$ cat src/rtl/vend_pkg.sv
// Shared types and constants for the vending transaction controller:
// state encoding, coin values and the selection price table.
package vend_pkg;

   typedef enum logic [2:0] {
      S_IDLE     = 3'd0,
      S_COLLECT  = 3'd1,
      S_DISPENSE = 3'd2,
      S_CHANGE   = 3'd3,
      S_REFUND   = 3'd4
   } vend_state_t;

   localparam int unsigned COIN_5  = 5;
   localparam int unsigned COIN_10 = 10;
   localparam int unsigned COIN_25 = 25;

   localparam int unsigned PRICE_15 = 15;
   localparam int unsigned PRICE_20 = 20;
   localparam int unsigned PRICE_25 = 25;
   localparam int unsigned PRICE_30 = 30;

   // Lowest set switch wins; no switch means no product (price 0).
   function automatic int unsigned sel_to_price(input logic [3:0] s);
      if (s[0])      return PRICE_15;
      else if (s[1]) return PRICE_20;
      else if (s[2]) return PRICE_25;
      else if (s[3]) return PRICE_30;
      else           return 0;
   endfunction

   function automatic logic [3:0] sel_onehot(input logic [3:0] s);
      return s & (~s + 4'd1);
   endfunction

   function automatic int unsigned coin_value(input logic [2:0] g);
      if (g[2])      return COIN_25;
      else if (g[1]) return COIN_10;
      else if (g[0]) return COIN_5;
      else           return 0;
   endfunction

endpackage

$ cat src/rtl/coin_arbiter.sv
// Holds one pending flag per coin type and grants the highest-value pending
// coin (quarter > dime > nickel) when enabled; a flag clears once resolved.
module coin_arbiter #(
   parameter int CREDIT_W = 8
) (
   input  logic                clk,
   input  logic                clr_n,
   input  logic [2:0]          coin_req,
   input  logic                grant_en,
   input  logic                accept,
   input  logic                reject,
   output logic [2:0]          grant,
   output logic                grant_valid,
   output logic [CREDIT_W-1:0] grant_val
);
   import vend_pkg::*;

   logic [2:0] pending;

   always_comb begin
      grant = 3'b000;
      if (grant_en) begin
         if (pending[2])      grant = 3'b100;
         else if (pending[1]) grant = 3'b010;
         else if (pending[0]) grant = 3'b001;
      end
   end

   assign grant_valid = |grant;
   assign grant_val   = CREDIT_W'(coin_value(grant));

   // A new request in the same cycle as its grant re-arms the flag.
   always_ff @(posedge clk or negedge clr_n) begin
      if (!clr_n) begin
         pending <= '0;
      end else begin
         pending <= (pending & ~(grant & {3{accept | reject}})) | coin_req;
      end
   end

endmodule

$ cat src/rtl/vend_sequencer.sv
// Vending transaction controller: coin credit, purchase, dispense and
// nickel-paced change/refund. Optional idle auto-refund under VEND_TIMEOUT_EN.
module vend_sequencer #(
   parameter int CREDIT_W      = 8,
   parameter int MAX_CREDIT    = 35,
   parameter int TIMEOUT_TICKS = 30
) (
   input  logic                clk,
   input  logic                clr_n,
   input  logic                tick,
   input  logic [2:0]          coin_req,
   input  logic [3:0]          sel,
   input  logic                buy,
   input  logic                cancel,
   output logic [2:0]          coin_ack,
   output logic                coin_reject,
   output logic [CREDIT_W-1:0] credit,
   output logic [CREDIT_W-1:0] price,
   output logic                dispense,
   output logic [3:0]          vend_led,
   output logic                change_nickel,
   output logic                insufficient,
   output logic                busy
);
   import vend_pkg::*;

   localparam logic [CREDIT_W-1:0] NICKEL = CREDIT_W'(COIN_5);
   localparam logic [CREDIT_W:0]   MAX_C  = (CREDIT_W+1)'(MAX_CREDIT);

   vend_state_t         state;
   logic [CREDIT_W-1:0] price_lat;
   logic [3:0]          led_lat;
   logic [2:0]          grant;
   logic                grant_valid;
   logic [CREDIT_W-1:0] grant_val;
   logic [CREDIT_W:0]   credit_sum;
   logic                in_entry, do_cancel, buy_eff, buy_ok, buy_short;
   logic                grant_en, fits, accept, reject, tmo_fire;

   assign price      = CREDIT_W'(sel_to_price(sel));
   assign in_entry   = (state == S_IDLE) || (state == S_COLLECT);
   assign do_cancel  = (state == S_COLLECT) && cancel;
   assign buy_eff    = in_entry && buy && (price != '0) && !do_cancel;
   assign buy_ok     = buy_eff && (credit >= price);
   assign buy_short  = buy_eff && (credit < price);
   // Cancel and purchase outrank coin grants; an ungranted coin stays pending.
   assign grant_en   = in_entry && !do_cancel && !buy_eff;
   assign credit_sum = {1'b0, credit} + {1'b0, grant_val};
   assign fits       = credit_sum <= MAX_C;
   assign accept     = grant_valid && fits;
   assign reject     = grant_valid && !fits;

   coin_arbiter #(.CREDIT_W(CREDIT_W)) u_arb (
      .clk         (clk),
      .clr_n       (clr_n),
      .coin_req    (coin_req),
      .grant_en    (grant_en),
      .accept      (accept),
      .reject      (reject),
      .grant       (grant),
      .grant_valid (grant_valid),
      .grant_val   (grant_val)
   );

`ifdef VEND_TIMEOUT_EN
   localparam int TW = $clog2(TIMEOUT_TICKS + 1);

   logic [TW-1:0] idle_ticks;
   logic          activity;

   assign activity = grant_valid || buy_eff;
   assign tmo_fire = (state == S_COLLECT) && tick && !activity && !do_cancel &&
                     (idle_ticks == TW'(TIMEOUT_TICKS - 1));

   always_ff @(posedge clk or negedge clr_n) begin
      if (!clr_n) begin
         idle_ticks <= '0;
      end else if ((state != S_COLLECT) || activity || tmo_fire) begin
         idle_ticks <= '0;
      end else if (tick) begin
         idle_ticks <= idle_ticks + TW'(1);
      end
   end
`else
   logic unused_timeout_cfg;

   assign tmo_fire           = 1'b0;
   assign unused_timeout_cfg = ^TIMEOUT_TICKS;
`endif

   always_ff @(posedge clk or negedge clr_n) begin
      if (!clr_n) begin
         state         <= S_IDLE;
         credit        <= '0;
         coin_ack      <= '0;
         coin_reject   <= 1'b0;
         dispense      <= 1'b0;
         vend_led      <= '0;
         change_nickel <= 1'b0;
         insufficient  <= 1'b0;
         busy          <= 1'b0;
         price_lat     <= '0;
         led_lat       <= '0;
      end else begin
         coin_ack      <= '0;
         coin_reject   <= 1'b0;
         dispense      <= 1'b0;
         change_nickel <= 1'b0;
         insufficient  <= 1'b0;
         case (state)
            S_IDLE, S_COLLECT: begin
               if (do_cancel || tmo_fire) begin
                  state <= S_REFUND;
                  busy  <= 1'b1;
               end else if (buy_ok) begin
                  // Selection and price are frozen here for the whole transaction.
                  state     <= S_DISPENSE;
                  busy      <= 1'b1;
                  dispense  <= 1'b1;
                  price_lat <= price;
                  led_lat   <= sel_onehot(sel);
               end else if (buy_short) begin
                  insufficient <= 1'b1;
               end else if (accept) begin
                  credit   <= credit_sum[CREDIT_W-1:0];
                  coin_ack <= grant;
                  state    <= S_COLLECT;
               end else if (reject) begin
                  coin_reject <= 1'b1;
               end
            end
            S_DISPENSE: begin
               credit   <= credit - price_lat;
               vend_led <= led_lat;
               if (credit == price_lat) begin
                  state <= S_IDLE;
                  busy  <= 1'b0;
               end else begin
                  state <= S_CHANGE;
               end
            end
            S_CHANGE, S_REFUND: begin
               if (credit == '0) begin
                  state <= S_IDLE;
                  busy  <= 1'b0;
               end else if (tick) begin
                  change_nickel <= 1'b1;
                  credit        <= credit - NICKEL;
               end
            end
            default: begin
               state <= S_IDLE;
               busy  <= 1'b0;
            end
         endcase
      end
   end

endmodule
$ cat config.mk
export PLATFORM = sky130hd
export DESIGN_NAME = vend_sequencer
export DESIGN_NICKNAME = d
export VERILOG_FILES = /design/src/rtl/vend_pkg.sv /design/src/rtl/coin_arbiter.sv /design/src/rtl/vend_sequencer.sv
export SDC_FILE = /design/constraint.sdc
export NUM_CORES = 1
export LEC_CHECK = 0
export CORE_AREA = 2 2 76 78
export DETAILED_ROUTE_END_ITERATION = 10
export DIE_AREA = 0 0 78 80
export PLACE_DENSITY = 0.74
export SLEW_MARGIN = 40
export SYNTH_ARGS = -nofsm -noshare
export SYNTH_HDL_FRONTEND = slang
export SYNTH_SLANG_ARGS = --single-unit
export TNS_END_PERCENT = 50
$ cat constraint.sdc
create_clock -name clk -period 9.3 [get_ports clk]
set_clock_uncertainty 0.05 [all_clocks]
set_input_delay 0.93 -clock clk [delete_from_list [all_inputs] [get_ports clk]]
set_output_delay 0.93 -clock clk [all_outputs]
set_load 0.01 [all_outputs]
After elaboration in Yosys (flattened, before gate mapping)
Cells that the tools add are included.
{"block": "totals", "register_bits": 38, "latchBits": 0, "ramBits": 0, "romBits": 0, "in_bits": 12, "out_inout_bits": 28, "wordCells": 119, "mem_count": 0}
{"block": "op_classes", "addsub": 4, "multipliers": 0, "n_div": 0, "order_cmp": 3, "eq_ne": 16, "shift": 0, "muxes": 51, "bitwise": 8, "n_reduce_logical": 25}
{"operator": "2-to-1 mux 8 bit", "n": 9}
{"operator": "2-to-1 mux 3 bit", "n": 14}
{"operator": "case mux 8 bit (3 select lines)", "n": 1}
{"operator": "2-to-1 mux 1 bit", "n": 21}
{"operator": "2-to-1 mux 5 bit", "n": 3}
{"operator": "!= test 2 bit, second input constant", "n": 7}
{"operator": "logical AND 1 bit", "n": 10}
{"operator": "adder 8 x 8 -> 9 bit", "n": 1}
{"operator": "<= comparator 9 x 6 -> 1 bit, second input constant", "n": 1}
{"operator": "case mux 3 bit (3 select lines)", "n": 1}
{"operator": "AND reduction 3 bit", "n": 3}
{"operator": "== test 8 bit", "n": 1}
{"operator": ">= comparator 8 bit", "n": 1}
{"operator": "zero test 8 bit", "n": 1}
{"operator": "< comparator 8 bit", "n": 1}
{"operator": "nonzero test 8 bit", "n": 1}
{"operator": "subtractor 8 x 3 -> 8 bit, second input constant", "n": 1}
{"operator": "subtractor 8 bit", "n": 1}
{"operator": "AND reduction 7 bit", "n": 1}
{"operator": "bitwise AND 3 bit", "n": 2}
{"operator": "== test 3 x 2 -> 1 bit, second input constant", "n": 2}
{"operator": "adder 4 x 1 -> 4 bit, second input constant", "n": 1}
{"operator": "bitwise AND 4 bit", "n": 1}
{"operator": "!= test 4 x 3 -> 1 bit, second input constant", "n": 1}
{"operator": "18 further kinds", "n": 21}

Depth between registers and ports, before layout
Gate-level depths: netlist (run 1).
{"block": "logic_depth", "ltp_word": 23, "depth_mapped": 14, "depth_no_buf": 13}

Cells and area by module
Synthesis (run 1) repeated with hierarchy kept, for this count alone.
{"block": "hier_totals", "hier_cells": 309, "area_unflattened_um2": 2747.6}
{"mod": "vend_sequencer", "n_inst": 1, "cells_per_inst": 286, "area_each_um2": 2523.7, "seq_area_each_um2": 800.8}
{"mod": "coin_arbiter", "n_inst": 1, "cells_per_inst": 23, "area_each_um2": 224.0, "seq_area_each_um2": 75.1}

Worst setup path before layout (run 1)
OpenSTA, ideal clock, no wires.
{"block": "synth_timing", "path_type": "input port to flip-flop", "from": "input port sel[0]", "to": "register credit[3]", "setup_time_ns": 0.125, "arrival_ns": 3.806, "t_required_ns": 9.125, "setup_slack_ns": 5.318, "path_stages": 13, "n_path_buf": 0, "cell_sequence": "o41a_1 nor2_4 nand3_1 nand2_1 ha_1 inv_1 fa_1 nand2b_1 o22ai_1 or4bb_1 and3_4 o21ai_4 mux2_4"}
{"block": "synth_between", "elab_chain_cells": 16, "word_cells_on_any_way": 27, "classes_between": "add/sub: 1; order compare: 3; eq/ne: 3; mux: 10; reduce/logical: 10"}
{"element": "from (decl)", "line": "vend_sequencer.sv:12", "text": "input logic [3:0] sel,"}
{"element": "2-to-1 mux 8 bit *", "line": "vend_pkg.sv:24", "text": "if (s[0]) return PRICE_15;"}
{"element": "branches (longest 15 deep; another with adder 8 x 8 -> 9 bit)"}
{"element": "to (signal assigned)", "line": "vend_sequencer.sv:125", "text": "credit <= credit_sum[CREDIT_W-1:0];"}
{"element": "to (signal assigned)", "line": "vend_sequencer.sv:133", "text": "credit <= credit - price_lat;"}
{"element": "to (signal assigned)", "line": "vend_sequencer.sv:148", "text": "credit <= credit - NICKEL;"}
{"element": "to (decl)", "line": "vend_sequencer.sv:17", "text": "output logic [CREDIT_W-1:0] credit,"}
Every way passes the cells marked *. The select of a mux whose other input is x is not followed.
A chain may end at the register's enable or synchronous reset.

Final worst setup path (run 1)
Ends and elaborated chain as after synthesis.

==> flow_summary_export.csv, run 1 <==
group,metric,value,unit
run,cap_violations,0,
setup_path,worstPathRequired,9430,ps
logic_synthesis,postSynth.asyncResetShare,100,%
logic_synthesis,synthAdderAreaFrac,9.02,%
logic_synthesis,synth.avg_cell_area,8.62,um^2
clock_network,cts_buffers,5,
drt,dr.pass1.iters,5,
place,post-dp-hpwl,5080,um
place,place_congestion,0.933,
drt,routedWlPerCell,16.4,um
layout,synthToLayoutAreaGrowth,17.1,%
clock_network,cts-root-buf,"clkbuf_8",
grt,antenna_found_initial,0,
clock_network,clkTransAtPathRegs,70,ps
die,fp-row-count,27,
setup_path,cp.arrival,4620,ps
logic_synthesis,synth-simple-area-share,19.8,%
sta,layout_worst_path_cycle_share,48.3,%
min_path,hold_class,"reg -> reg",
setup_path,crit_path_end_kind,"flop",
die,die-area,6240,um^2
drt,via_per_inst,5.96,
logic_synthesis,synth-compound-area-share,26.2,%
logic_synthesis,synth_top_area_cell,"dfrtp_1",
layout,final_cells,409,
clock_network,htreeDepth,2,
sta,hold_violations,0,
logic_synthesis,yosys_warnings,0,
sta,layout_setup_ws,4810,ps
setup_path,worst_path_max_delay_cell,"o41a_1",
place,numPlacedInstances,402,
sta,slew_headroom,44.2,%
die,num_io_pins,40,
logic_synthesis,synthMuxAreaShare,3.38,%
die,core,5410,um^2
layout,insertedDiodeCount,0,
run_status,outcome,"finished, final reports clean",
grt,grt_max_degree,36,
sta,setup_tns,0,ps
logic_synthesis,synth_top_family_by_area,"compound AO/OA/AOI/OAI gates",
logic_synthesis,yosysUniqueCellTypes,62,
drt,routed_wl,6720,um
grt,grt_first_pass_wirelength,11100,um
sta,rsz0062_at_grt,"false",
logic_synthesis,yosys-top-cells-count,"dfrtp_1, nand2_1, nor2_1",
logic_synthesis,synth-xor-area-share,1.97,%
logic_synthesis,synth_ff_type,"dfrtp_1",
drt,drcViolationCount,0,
die,start_util,49.3,%
place,port_buffers,36,
grt,grt_use_total,22.6,%
die,die_h,80,um
sta,clock.fmax,0.223,GHz
layout,drive_above_1_share,6.82,%
drt,postRouteAntennaNets,0,
sta,setup_violations,0,
logic_synthesis,synthesis.area,2660,um^2
grt,grt_overflow,0,
layout,nFillCells,500,
layout,stdcell_area,3120,um^2
logic_synthesis,synth.most_common_cell,"dfrtp_1",
clock_network,hold_buffers,0,
die,fp.dieW,78,um
pwr,p_leak,1.38,nW
clock_network,cts_resized,0,
logic_synthesis,synth-edff-count,0,
sta,slew_viol_final,0,
logic_synthesis,synth.top_cell.area_share,32.9,%
setup_path,path_class,"in -> reg",
setup_path,cp_cell_sequence,"clkdlybuf4s50_1, o41a_1, nor2_4, nand3_1, nand2_1, ha_1, inv_1, fa_1, nand2b_1, o22ai_1, or4bb_1, and3_4, o21ai_4, mux2_4",
pwr,p_per_area,389,nW/um^2
logic_synthesis,yosysSeqAreaShare,32.9,%
layout,nets,367,
pwr,peakVddDrop,0.166,mV
sta,min_period,4490,ps
logic_synthesis,netlist_instances,309,
place,place_ws,4500,ps
setup_path,critPathMaxFanout,7,
sta,hold_slack,427,ps
logic_synthesis,synth_seq_cells,35,
setup_path,cpPeakStageDelay,570,ps
place,dpl_cell_area,3030,um^2
setup_path,start_kind,"primary input",
clock_network,cts_sinks,35,
clock_network,clkLatencyLatePin,290,ps
drt,vias,2437,
drt,drt_iter0_markers,218,
grt,grt_pass1_vias,2207,
clock_network,post-cts-setup-buffer-count,0,
sta,worst_slew_pin_slew,836,ps
clock_network,clockBufferDepth,2,
logic_synthesis,synthTopCellsByArea,"dfrtp_1, ha_1, a21oi_1",
clock_network,cts_tree,"built",
stage by stage:
step / total power, mW / util (%)
6_report: 1.21 / 57.7
3_5_place_dp: 1.09 / 56.0
5_1_grt: 1.31 / 57.7
4_1_cts: 1.20 / 57.6
3_3_place_gp: 1.08 / 56.0
2_1_floorplan: 0.870 / -
placed cells by master, fill, tap and decap left out, drive strengths merged, types with 3 or more instances in the layout:
| cell | instances |
|---|---|
| dfrtp | 35 |
| nor3b | 3 |
| nor3 | 11 |
| xnor2 | 4 |
| clkbuf | 6 |
| conb | 3 |
| o22ai | 3 |
| mux2i | 3 |
| a211o | 4 |
| and3 | 3 |
| a21oi | 25 |
| a21o | 7 |
| nand2 | 28 |
| a22o | 4 |
| nand3 | 10 |
| nand2b | 7 |
| inv | 23 |
| nor2 | 26 |
| o211ai | 6 |
| nor2b | 7 |
| o21ai | 13 |
| a211oi | 7 |
| clkdlybuf4s50 | 35 |
| o21a | 5 |
| ha | 16 |
| mux2 | 5 |
| a32o | 3 |
cell type report:
class,instances,area (um^2),area share (%)
multi-input combinational,236,1620,51.9
tap,72,90.1,2.89
timing repair buffer,36,358,11.5
clock inverter,1,5.00,0.161
inverter,23,86.3,2.77
clock buffer,6,82.6,2.65
sequential,35,876,28.1
critical path, delay by kind of cell:
family / cells / cell delay [ps]
AND/OR/NAND/NOR: 6 / 1300
AO/OA/AOI/OAI: 3 / 930
buffers and inverters: 2 / 570
adder cells (fa/ha/maj): 2 / 560
multiplexers: 1 / 320
per-layer routing:
layer / global-route usage, % / share of wire (%)
met1: 32.8 / 48
met2: 33.3 / 44
met3: 4.19 / 5.8
met4: 8.77 / 2.4
met5: 0 / 0
state kept, by name, indices dropped and copies added (netlist names):
signal and count:
state 3, vend_led 4, price_lat 5, change_nickel 1
credit 8, coin_reject 1, busy 1, insufficient 1
dispense 1, u_arb.pending 3, led_lat 4, coin_ack 3
where the power goes:
group | leakage (nW) | switching [mW] | total, mW | internal [mW]
Combinational | 0.911 | 0.442 | 0.801 | 0.359
Sequential | 0.426 | 0.0892 | 0.301 | 0.211
Clock | 0.0470 | 0.0537 | 0.112 | 0.0581
Total | 1.38 | 0.585 | 1.21 | 0.628
final timing paths:
check,start,to,cells past startpoint,slack [ps]
worst max-delay path,sel[0],credit[3]$_DFFE_PN0P_,14,4810
worst min-delay path,vend_led[2]$_DFFE_PN0P_,vend_led[2]$_DFFE_PN0P_,2,430
worst max register to register,state[0]$_DFFE_PN0P_,credit[3]$_DFFE_PN0P_,13,5590
worst min register to register,vend_led[2]$_DFFE_PN0P_,vend_led[2]$_DFFE_PN0P_,2,430
max in group asynchronous,clr_n,price_lat[0]$_DFFE_PN0P_,1,8330
min in group asynchronous,clr_n,credit[5]$_DFFE_PN0P_,1,530
kinds of logic after synthesis:
family / Yosys count
XOR/XNOR: 6
AO/OA/AOI/OAI: 97
flip-flops: 35
adder cells (fa/ha/maj): 18
AND/OR/NAND/NOR: 104
buffers and inverters: 40
other: 1
multiplexers: 8
(Power assumes the default switching activity.)
==> run 2, diff against run 1 <==
Settings changed: CORE_AREA 2 2 76 78 to 2 2 77 79, DIE_AREA 0 0 78 80 to 0 0 79 81, PLACE_DENSITY 0.74 to 0.75.
Clock period 9.3 ns to 3.7 ns, I/O delays scaled along.
==> flow_summary_export.csv, run 2 (synthesized netlist as in run 1, its figures left out) <==
group,metric,value,unit
sta,slew_headroom,47.0,%
layout,drive_above_1_share,15.2,%
drt,dr.pass1.iters,5,
pwr,peakVddDrop,0.382,mV
sta,clock.fmax,0.282,GHz
drt,drcViolationCount,0,
die,num_io_pins,40,
sta,layout_worst_path_cycle_share,95.9,%
layout,register_area,876,um^2
setup_path,path_class,"in -> reg",
sta,hold_violations,0,
layout,final_cells,443,
clock_network,hold_buffers,0,
drt,via_per_inst,5.82,
layout,nFillCells,527,
die,fp.dieW,79,um
min_path,hold_class,"in -> async",
clock_network,clkLatencyLatePin,290,ps
layout,top_register,"credit",
run_status,outcome,"finished, final reports clean",
sta,slew_viol_final,0,
sta,min_period,3550,ps
drt,routedWlPerCell,15.9,um
setup_path,crit_path_end_kind,"flop",
clock_network,clockBufferDepth,2,
layout,synthToLayoutAreaGrowth,26.6,%
grt,grt_pass1_vias,2493,
setup_path,worstPathRequired,3860,ps
place,port_buffers,36,
clock_network,post-cts-setup-buffer-count,0,
layout,top_regs,"credit (8), price_lat (5)",
grt,grt_max_degree,36,
grt,antenna_found_initial,0,
clock_network,cts_buffers,5,
clock_network,htreeDepth,2,
die,start_util,46.9,%
sta,worst_slew_pin_slew,793,ps
pwr,p_per_area,976,nW/um^2
clock_network,cts_sinks,35,
grt,grt_first_pass_wirelength,11800,um
drt,routed_wl,7050,um
place,dpl_cell_area,3260,um^2
die,core,5680,um^2
grt,grt_use_total,23.5,%
die,die_h,81,um
layout,stdcell_area,3370,um^2
setup_path,cp.arrival,3710,ps
die,fp-row-count,28,
drt,vias,2578,
run,cap_violations,0,
place,post-dp-hpwl,5470,um
layout,insertedDiodeCount,0,
grt,grt_overflow,0,
layout,multi_input_area,1630,um^2
sta,rsz0062_at_grt,"true",
layout,largest_register_ffs,8,
setup_path,start_kind,"primary input",
clock_network,cts-root-buf,"clkbuf_8",
place,place_congestion,0.897,
layout,nets,397,
place,numPlacedInstances,435,
clock_network,cts_tree,"built",
drt,postRouteAntennaNets,0,
setup_path,critPathMaxFanout,4,
die,die-area,6400,um^2
clock_network,clkTransAtPathRegs,70,ps
layout,final_cell_mix,"dfrtp_1, clkdlybuf4s50_1, buf_4",
pwr,p_leak,1.54,nW
sta,setup_violations,0,
drt,drt_iter0_markers,332,
==> run 2: cell count changes in the layout (fill, tap and decap cells not counted), sizes merged <==
cell and change:
clkinv -1, buf +29, clkbuf +2, clkinvlp +1
==> run 2: worst paths after layout <==
| check | to | slack (ps) | from | depth (start not counted) |
|---|---|---|---|---|
| setup / recovery | credit[1]$_DFFE_PN0P_ | 150 | sel[3] | 15 |
| hold / removal | state[1]$_DFFE_PN0P_ | 4 | clr_n | 1 |
| setup reg to reg | credit[1]$_DFFE_PN0P_ | 390 | state[0]$_DFFE_PN0P_ | 14 |
| hold reg to reg | vend_led[0]$_DFFE_PN0P_ | 420 | led_lat[0]$_DFFE_PN0P_ | 2 |
| max in group asynchronous | credit[0]$_DFFE_PN0P_ | 3260 | clr_n | 1 |
| min in group clk | vend_led[0]$_DFFE_PN0P_ | 420 | led_lat[0]$_DFFE_PN0P_ | 2 |
==> run 2: timing repair <==
item	4_1_cts	5_1_grt
resized for setup	0	2
hold endpoints to repair	0	0
endpoints found under the setup margin	0	5
==> run 2: worst max-delay path: stages <==
cell	delay, ps
clkdlybuf4s50_1	430
o41a_1	510
nor2_4	130
nand3_1	100
nand2_1	90
ha_1	160
inv_1	60
fa_1	380
nand2b_1	180
o22ai_2	100
or4b_4	480
and3_4	200
o21ai_4	170
buf_4	160
mux2i_1	190
==> run 2: power breakdown <==
part | internal (mW) | total (mW) | switching, mW | leakage (nW)
Sequential | 0.532 | 0.673 | 0.141 | 0.426
Clock | 0.169 | 0.314 | 0.145 | 0.0505
Combinational | 1.05 | 2.31 | 1.26 | 1.06
==> run 2: per-layer routing <==
layer / vias up / wire (um) / global-route usage, %
li1: 1238 / - / -
met1: 1214 / 3040 / 31.1
met2: 109 / 3360 / 37.8
met3: 17 / 457 / 5.00
met4: 0 / 188 / 9.66
met5: - / 0 / 0
==> run 2: through the flow <==
step                      hold WS (ps)  utilization, %  setup slack, ps  setup TNS, ps  total power [mW]
after global routing              38.9            59.4            -18.2          -22.4              3.55
after floorplan                   24.4               -              278              0              2.19
after CTS                         27.2            59.2             81.1              0              3.25
after global placement             402            57.4            -60.6           -112              2.86
final                             3.91            59.4              151              0              3.29
after detailed placement           344            57.4             -214          -1250              2.92
==> run 2: cell type report <==
| cell class | count | share of cell area [%] |
|---|---|---|
| repair buffers | 66 | 17.3 |
| well taps | 75 | 2.78 |
| inverters | 23 | 2.56 |
| clock buffers | 7 | 2.86 |
| flip-flops and latches | 35 | 26.0 |
| multi-input cells | 236 | 48.3 |
| clock inverters | 1 | 0.223 |
==> run 3, diff against run 2 <==
Settings changed: CORE_AREA 2 2 77 79 to 2 2 91 93, DIE_AREA 0 0 79 81 to 0 0 93 95, PLACE_DENSITY 0.75 to unset.
==> flow_summary_export.csv, run 3 (synthesized netlist as in run 1, its figures left out) <==
group,metric,value,unit
run_status,outcome,"finished, final reports clean",
drt,routedWlPerCell,15.5,um
run,cap_violations,0,
layout,top_register,"credit",
die,fp-row-count,33,
sta,slew_headroom,52.8,%
clock_network,post-cts-setup-buffer-count,0,
grt,globalRouteMet3Util,2.87,%
drt,drcViolationCount,0,
sta,layout_setup_ws,158,ps
setup_path,cp.arrival,3670,ps
clock_network,htreeDepth,2,
drt,drt_iter0_markers,256,
die,fp.dieW,93,um
setup_path,worstRegToRegCells,13,
min_path,hold_start,"led_lat[2]$_DFFE_PN0P_",
setup_path,critPathMaxFanout,3,
pwr,report.power.total,3.36,mW
grt,grt_pass1_vias,2378,
setup_path,crit_path_end_kind,"flop",
pwr,peakVddDrop,0.270,mV
setup_path,rr_endpoint,"credit[3]$_DFFE_PN0P_",
place,place_ws,-195,ps
die,die_h,95,um
drt,dr.pass1.iters,4,
place,place_congestion,0.913,
setup_path,cp_cell_sequence,"clkdlybuf4s50_1, o41a_1, nor2_4, nand3_1, nand2_1, ha_1, inv_1, fa_1, nand2b_1, o22ai_2, or4bb_1, and3_4, o21ai_4, mux2_4",
setup_path,r2r_slack,370,ps
clock_network,cts_buffers,5,
clock_network,clockBufferDepth,2,
clock_network,cts_sinks,35,
sta,setup_violations,0,
setup_path,worstReg2RegStart,"state[0]$_DFFE_PN0P_",
layout,nets,402,
setup_path,start_kind,"primary input",
pwr,p_per_area,972,nW/um^2
grt,busiest_layer,"met2",
drt,routed_wl,7430,um
sta,worst_slew_pin_slew,707,ps
place,port_buffers,36,
grt,grtUsageMet1,23.8,%
grt,grt_max_degree,36,
drt,via_per_inst,5.29,
layout,drive_above_1_share,16.1,%
layout,final_cell_mix,"dfrtp_1, clkdlybuf4s50_1, buf_4",
clock_network,cts_tree,"built",
grt,grt_use_total,17.4,%
min_path,min_path_cells,2,
grt,grt_first_pass_wirelength,11900,um
die,core,7930,um^2
layout,synthToLayoutAreaGrowth,29.8,%
layout,top_regs,"credit (8), price_lat (5)",
clock_network,cts-root-buf,"clkbuf_8",
drt,postRouteAntennaNets,0,
setup_path,cpPeakStageDelay,510,ps
die,num_io_pins,40,
sta,clock.fmax,0.282,GHz
sta,hold_violations,0,
die,die-area,8840,um^2
place,post-dp-hpwl,5700,um
min_path,holdPathEnd,"vend_led[2]$_DFFE_PN0P_",
grt,met2_usage,28.5,%
sta,slew_viol_final,0,
pwr,p_leak,1.57,nW
setup_path,worst_path_max_delay_cell,"or4bb_1",
clock_network,clkLatencyLatePin,300,ps
min_path,hold_class,"reg -> reg",
die,start_util,33.6,%
layout,insertedDiodeCount,0,
clock_network,clkTransAtPathRegs,80,ps
setup_path,worstPathRequired,3830,ps
sta,min_period,3540,ps
drt,vias,2529,
layout,utilization,43.6,%
layout,largest_register_ffs,8,
grt,grt_overflow,0,
setup_path,path_class,"in -> reg",
sta,layout_worst_path_cycle_share,95.7,%
grt,antenna_found_initial,0,
[run 3: changes by cell type in the layout (fill, tap and decap cells not counted)]
cell,change
clkinvlp_4,-1
o21ai_2,-1
dlygate4sd3_1,+1
bufinv_16,+1
clkbuf_4,-1
buf_4,+5
clkinv_4,+1
nor2_2,+1
clkinv_2,+1
nor2_1,-1
clkbuf_8,-2
o21ai_1,+1
[run 3: how the worst max path moves through the flow]
stage,from,endpoint,slack [ps],cells after the start
floorplan,sel[0],credit[3]$_DFFE_PN0P_,280,13
global placement,sel[0],credit[2]$_DFFE_PN0P_,-110,14
detailed placement,sel[0],credit[2]$_DFFE_PN0P_,-200,14
CTS,sel[0],credit[2]$_DFFE_PN0P_,110,14
global route,sel[0],credit[3]$_DFFE_PN0P_,-6,14
finish,sel[0],credit[3]$_DFFE_PN0P_,160,14
[run 3: per-layer routing]
metal | wire (um) | vias to the layer above | share of wire (%)
met5 | 0 | - | 0
met4 | 106 | 0 | 1.4
met3 | 369 | 10 | 5.0
met2 | 3530 | 65 | 47
met1 | 3430 | 1210 | 46
li1 | - | 1244 | -
[run 3: metrics by stage]
step	hold slack, ps	instance area (um^2)	TNS [ps]	instances
finish	424	3460	0	478
detailed placement	326	3330	-1100	469
floorplan	24.4	2670	0	311
global route	454	3460	-6.46	478
global placement	404	3320	-398	469
CTS	429	3450	0	478
[run 3: power by group]
| group | switching [mW] | internal (mW) |
|---|---|---|
| Combinational | 1.26 | 1.07 |
| Sequential | 0.142 | 0.532 |
| Clock | 0.155 | 0.201 |
[run 3: layout make-up]
| cell class | instances | area, um^2 |
|---|---|---|
| Multi-Input combinational cell | 236 | 1630 |
| Tap cell | 105 | 131 |
| Clock inverter | 3 | 43.8 |
| Clock buffer | 5 | 68.8 |
| Fill cell | 789 | 4470 |
| Timing Repair Buffer | 71 | 623 |
| Sequential cell | 35 | 876 |
| Inverter | 23 | 86.3 |
[run 3: critical path, delay by kind of cell]
| kind | cells | cell delay [ps] |
|---|---|---|
| buf+inv | 2 | 470 |
| mux | 1 | 310 |
| fa+ha+maj | 2 | 540 |
| simple gates | 6 | 1210 |
| compound gates | 3 | 780 |
[run 3: repair_timing]
item	in CTS	in global routing
setup endpoints to repair	0	5
resized for setup	0	2
endpoints found under the hold margin	4	0
hold buffers	1	0
